**config.mk**
```make
export PLATFORM = sky130hd
export DESIGN_NAME = cdc_pulse_tx
export DESIGN_NICKNAME = d
export VERILOG_FILES = /design/src/rtl/cdc_pkg.sv /design/src/rtl/cdc_sync_bit.sv /design/src/rtl/cdc_pulse_tx.sv
export SDC_FILE = /design/constraint.sdc
export NUM_CORES = 1
export LEC_CHECK = 0
export CAP_MARGIN = 20
export CORE_AREA = 3 3 40 42
export CTS_BUF_LIST = sky130_fd_sc_hd__clkbuf_4
export DETAILED_ROUTE_END_ITERATION = 8
export DIE_AREA = 0 0 43 45
export SYNTH_ARGS = -nofsm -noshare
export SYNTH_HDL_FRONTEND = slang
export SYNTH_HIERARCHICAL = 1
export SYNTH_SLANG_ARGS = --single-unit
```
**constraint.sdc**
```tcl
create_clock -name clk_i -period 0.8 [get_ports clk_i]
set_input_delay 0.12 -clock clk_i [delete_from_list [all_inputs] [get_ports clk_i]]
set_output_delay 0.12 -clock clk_i [all_outputs]
set_load 0.01 [all_outputs]
```
**src/rtl/cdc_pkg.sv**
```systemverilog
// cdc_pkg: definitions shared by the pulse-crossing transmitter and its matching receiver.
//   cdc_state_e         - transmitter handshake FSM states
//   CDC_SYNC_STAGES_DEF - default synchronizer depth
package cdc_pkg;

    typedef enum logic {
        IDLE     = 1'b0,
        WAIT_ACK = 1'b1
    } cdc_state_e;

    localparam int unsigned CDC_SYNC_STAGES_DEF = 2;

endpackage

```
**src/rtl/cdc_sync_bit.sv**
```systemverilog
// cdc_sync_bit: N-stage single-bit synchronizer, asynchronous active-low reset to 0.
// Ports:
//   clk_i  - destination clock
//   rst_ni - asynchronous active-low reset
//   d_i    - asynchronous input bit
//   q_o    - synchronized bit, STAGES cycles late
module cdc_sync_bit
    import cdc_pkg::*;
#(
    parameter int unsigned STAGES = CDC_SYNC_STAGES_DEF
) (
    input  logic clk_i,
    input  logic rst_ni,
    input  logic d_i,
    output logic q_o
);

    logic [STAGES-1:0] sync_q;

    always_ff @(posedge clk_i or negedge rst_ni) begin
        if (!rst_ni) begin
            sync_q <= '0;
        end else begin
            sync_q <= {sync_q[STAGES-2:0], d_i};
        end
    end

    assign q_o = sync_q[STAGES-1];

endmodule

```
**src/rtl/cdc_pulse_tx.sv**
```systemverilog
// cdc_pulse_tx: source side of a two-phase (toggle) req/ack pulse crossing.
// Each accepted pulse_i becomes one toggle of req_o; the next event waits until the
// synchronized ack_i level equals req_o.
// Optional feature: define CDC_PULSE_TX_QUEUE_EN to queue events arriving mid-handshake in
// a saturating counter; otherwise such events are dropped.
// Ports:
//   clk_i     - source clock
//   rst_ni    - asynchronous active-low reset
//   pulse_i   - event strobe, one event per high cycle
//   ack_i     - acknowledge toggle from the destination (asynchronous)
//   req_o     - request toggle (registered)
//   busy_o    - handshake outstanding or events queued
//   pending_o - queued events not yet launched (0 without the queue)
//   drop_o    - one-cycle strobe, an event was discarded
module cdc_pulse_tx
    import cdc_pkg::*;
#(
    parameter int unsigned CNT_W       = 4,
    parameter int unsigned SYNC_STAGES = CDC_SYNC_STAGES_DEF
) (
    input  logic             clk_i,
    input  logic             rst_ni,
    input  logic             pulse_i,
    input  logic             ack_i,
    output logic             req_o,
    output logic             busy_o,
    output logic [CNT_W-1:0] pending_o,
    output logic             drop_o
);

    cdc_state_e state_q, state_d;
    logic       req_q, req_d;
    logic       drop_q, drop_d;
    logic       ack_s;
    logic       pend_nz;

`ifdef CDC_PULSE_TX_QUEUE_EN
    localparam logic [CNT_W-1:0] CntOne = CNT_W'(1);
    localparam logic [CNT_W-1:0] CntMax = '1;

    logic [CNT_W-1:0] pending_q, pending_d;
`endif

    cdc_sync_bit #(
        .STAGES(SYNC_STAGES)
    ) u_ack_sync (
        .clk_i (clk_i),
        .rst_ni(rst_ni),
        .d_i   (ack_i),
        .q_o   (ack_s)
    );

    always_comb begin
        state_d = state_q;
        req_d   = req_q;
        drop_d  = 1'b0;
`ifdef CDC_PULSE_TX_QUEUE_EN
        pending_d = pending_q;
`endif
        unique case (state_q)
            IDLE: begin
                if (pulse_i || pend_nz) begin
                    req_d   = ~req_q;
                    state_d = WAIT_ACK;
`ifdef CDC_PULSE_TX_QUEUE_EN
                    // With a pulse present a queued event launches and the pulse takes its
                    // slot, so the count only drops when there is no pulse.
                    if (!pulse_i) begin
                        pending_d = pending_q - CntOne;
                    end
`endif
                end
            end
            WAIT_ACK: begin
                if (pulse_i) begin
`ifdef CDC_PULSE_TX_QUEUE_EN
                    if (pending_q == CntMax) begin
                        drop_d = 1'b1;
                    end else begin
                        pending_d = pending_q + CntOne;
                    end
`else
                    drop_d = 1'b1;
`endif
                end
                // Level compare rather than edge detect: a late sample cannot deadlock.
                if (ack_s == req_q) begin
                    state_d = IDLE;
                end
            end
            default: begin
                state_d = IDLE;
            end
        endcase
    end

    always_ff @(posedge clk_i or negedge rst_ni) begin
        if (!rst_ni) begin
            state_q <= IDLE;
            req_q   <= 1'b0;
            drop_q  <= 1'b0;
        end else begin
            state_q <= state_d;
            req_q   <= req_d;
            drop_q  <= drop_d;
        end
    end

`ifdef CDC_PULSE_TX_QUEUE_EN
    always_ff @(posedge clk_i or negedge rst_ni) begin
        if (!rst_ni) begin
            pending_q <= '0;
        end else begin
            pending_q <= pending_d;
        end
    end

    assign pend_nz   = |pending_q;
    assign pending_o = pending_q;
`else
    assign pend_nz   = 1'b0;
    assign pending_o = '0;
`endif

    assign req_o  = req_q;
    assign drop_o = drop_q;
    // Derived from registers only; no path from pulse_i.
    assign busy_o = (state_q == WAIT_ACK) | pend_nz;

endmodule

```
==> results of run 1 <==
## power groups by stage
stage | Clock [W] | Combinational, W | Sequential [W]
after CTS | 0.000356 | 0.000399 | 0.000354
after global placement | 0 | 0.000428 | 0.000357
after floorplan | 0 | 0.000144 | 0.000415
after detailed placement | 0 | 0.000431 | 0.000359
final | 0.000337 | 0.000390 | 0.000352
after global routing | 0.000390 | 0.000428 | 0.000365
## path summary, 6_finish.rpt
kind / start / slack, ns / endpoint
hold reg to reg: u_ack_sync/sync_q[0] / 0.35 / u_ack_sync/sync_q[1]
min in group clk_i: ack_i / 0.32 / u_ack_sync/sync_q[0]
max in group asynchronous: rst_ni / 0.50 / busy_o
setup reg to reg: busy_o / -0.06 / req_o
setup / recovery: req_o / -0.07 / req_o
hold / removal: rst_ni / 0.1 / drop_o
## stage by stage
stage	hold slack, ns	power, W	utilization
after detailed placement	0.3373	0.0007905	0.2181
after global placement	0.3336	0.0007850	0.2181
after CTS	0.09169	0.001108	0.2356
final	0.09620	0.001078	0.2356
after global routing	0.09988	0.001183	0.2356
after floorplan	-0.1756	0.0005588	-
## flip-flops by register name (all words and copies together), names as in the netlist
name	count
busy_o	1
u_ack_sync/sync_q	2
drop_o	1
req_o	1
## layout by cell type, fill, tap and decap left out, drive strengths merged
cell type	instances
nand2b	1
and2	1
clkdlybuf4s50	3
o21ai	1
buf	5
xnor2	2
inv	1
conb	4
clkbuf	4
dfrtp	5
## metal layers
metal | up-vias | global-route usage | wire length, um
li1 | 61 | - | -
met1 | 59 | 0.04657 | 121
met2 | 13 | 0.06287 | 146
met3 | 2 | 0.07171 | 77
met4 | 0 | 0.05422 | 12
met5 | - | 0 | 0
## layout make-up
cell class              instances  area (um2)  share of cell area
clock buffers                   4       30.03             0.09917
inverters                       1       3.754             0.01240
multi-input cells               9       65.06              0.2149
flip-flops and latches          5       125.1              0.4132
well taps                      15       18.77             0.06198
repair buffers                  8       60.06              0.1983
## kinds of logic (layout without fill, tap and decap cells)
logic type,count (synthesis),in the layout,synth area share
AO/OA/AOI/OAI,1,1,0.02437
XOR/XNOR,2,2,0.08538
buffers and inverters,5,13,0.1646
flip-flops,5,5,0.6098
other,1,4,0.01828
AND/OR/NAND/NOR,2,2,0.09756
## repair_timing
action | CTS | global route
endpoints found under the setup margin | 5 | 5
hold endpoints to repair | 0 | 0
setup buffers | 0 | 0
hold buffers | 0 | 0
pin swaps | 0 | 1
resized for setup | 13 | 0
==> results.md, run 1 <==
* Status: finished, violations left
* Failing checks: setup timing
* Antenna Nets Post-Route at 0
* H-tree depth at 1
* GRT Overall Usage at 0.05611
* Die X at about 43 um
* Net Sw Frac at 0.2811
* Fmax at 1147 MHz
* Final setup TNS at -0.2864 ns
* Post-route setup slack at -0.07220 ns
* Residual DRC at 0
* IO Count at 11
* MaxCap Viol Count at 0
* Die Y at 45 um
* WP depth at 1
* Startpoint types: flop
* # nets final at 32
* Number of flops mapped to enable cells by yosys at 0
* Seq pwr share at 0.326
* Worst path cell trace: buf_2
* Worst hold path class: primary input to asynchronous set/reset pin
* Worst-path clk slew at 0.05 ns
* Crit end category: output port
* Iter 0 DRT Violations at 1
* Synthesized netlist cell count at 16
* Commonest cells in the netlist: 5 x dfrtp_1, 4 x buf_4, 2 x xnor2_1
* Top cells by area, synth: dfrtp_1 61%, buf_4 15%, xnor2_1 8.5%
* Mean Syn Cell Area at 12.82 um2
* Ant. Diodes at 0
* Synth Flop Type: dfrtp_1
* Grt ovf at 0
* Full die area at 1935 um2
* Drt first pass iters at 2
* Core area at 1285 um2
* Max Buffers Root-to-Sink at 2
* Worst EP required at 0.68 ns
* Pin count of the biggest net entering global routing at 6
* Critical Path Fanout Max at 2
* Num CTS Buffers at 3
* First-pass GRT wire length at 614 um
* Initial Utilization at 0.1597
* Yosys top cell by area: dfrtp_1
* Final Non-Filler Cells at 42
* CP Buf/Inv Count at 1
* Fin crit period at 0.8722 ns
* Worst reg-to-reg path cell count at 3
* Antenna violations before repair at 0
* # rows at 13
* Synth cell types at 8
* Share of the synthesized area in the top cell type at 0.6098
* Finished Cell Area at 302.8 um2
* Vias in the first global route at 148
* Input/output buffers at 6
* Clk sink count at 5
* Worst path arrival time at 0.75 ns
* WL/cell at 8.524 um
* DP Area at 280.3 um2
* Final hold violations at 0
* Worst Clk Skew at 0.005585 ns
* CTS tree: yes
* GPL Wtd Cong at 0.5422
* Worst vdd ir at 0.9764 mV
* Worst Setup Path Type: flop to output port
* Most common cell in the netlist: dfrtp_1
* Internal at just under 0.0008 W
* Synth async-reset ratio at 1.000
* WL final at 358 um
* Worst skew pair latency at 0.25 ns
* Fin crit share at 1.090
* Layout area overhead at 47.56%
* CP delay by family, top: flip-flops
* Sequential share of the synthesized area at 0.6098
* Gate power share at 0.362
* Share of layout cells above drive strength 1 at 0.4074
* Clock power frac at 0.312
* Unrepaired setup endpoints after global routing: yes
* Leakage Power at ~0.15 nW
* Slowest-stage cell, CP: dfrtp_1
* Mapped Area at 205.2 um2
* Yosys warnings at 6
* Clock Tree Root: clkbuf_4
* # fillers at 148
* Placed cells at 38
* Sw power at 0.0003031 W
* Largest stage delay, worst path at 0.36 ns
* Final setup fails at 5
* Max-slew violations at 0
* Pwr Density at 3562 nW/um2
* Total number of vias at 135
* Via-per-instance ratio at between 3 and 4
* Synth Register Bits at 5
* Dpl ws at -0.1783 ns
Power figures use the tool's default switching activity.
==> run 2, diff against run 1 <==
- CTS_CLUSTER_SIZE: not set -> 30
==> results of run 2 <==
No change in the layout: final DEF, timing and power equal those of run 1.
==> run 3, diff against run 2 <==
- CAP_MARGIN: 20 -> 10
==> results of run 3 <==
No change in the layout: final DEF, timing and power equal those of run 1.
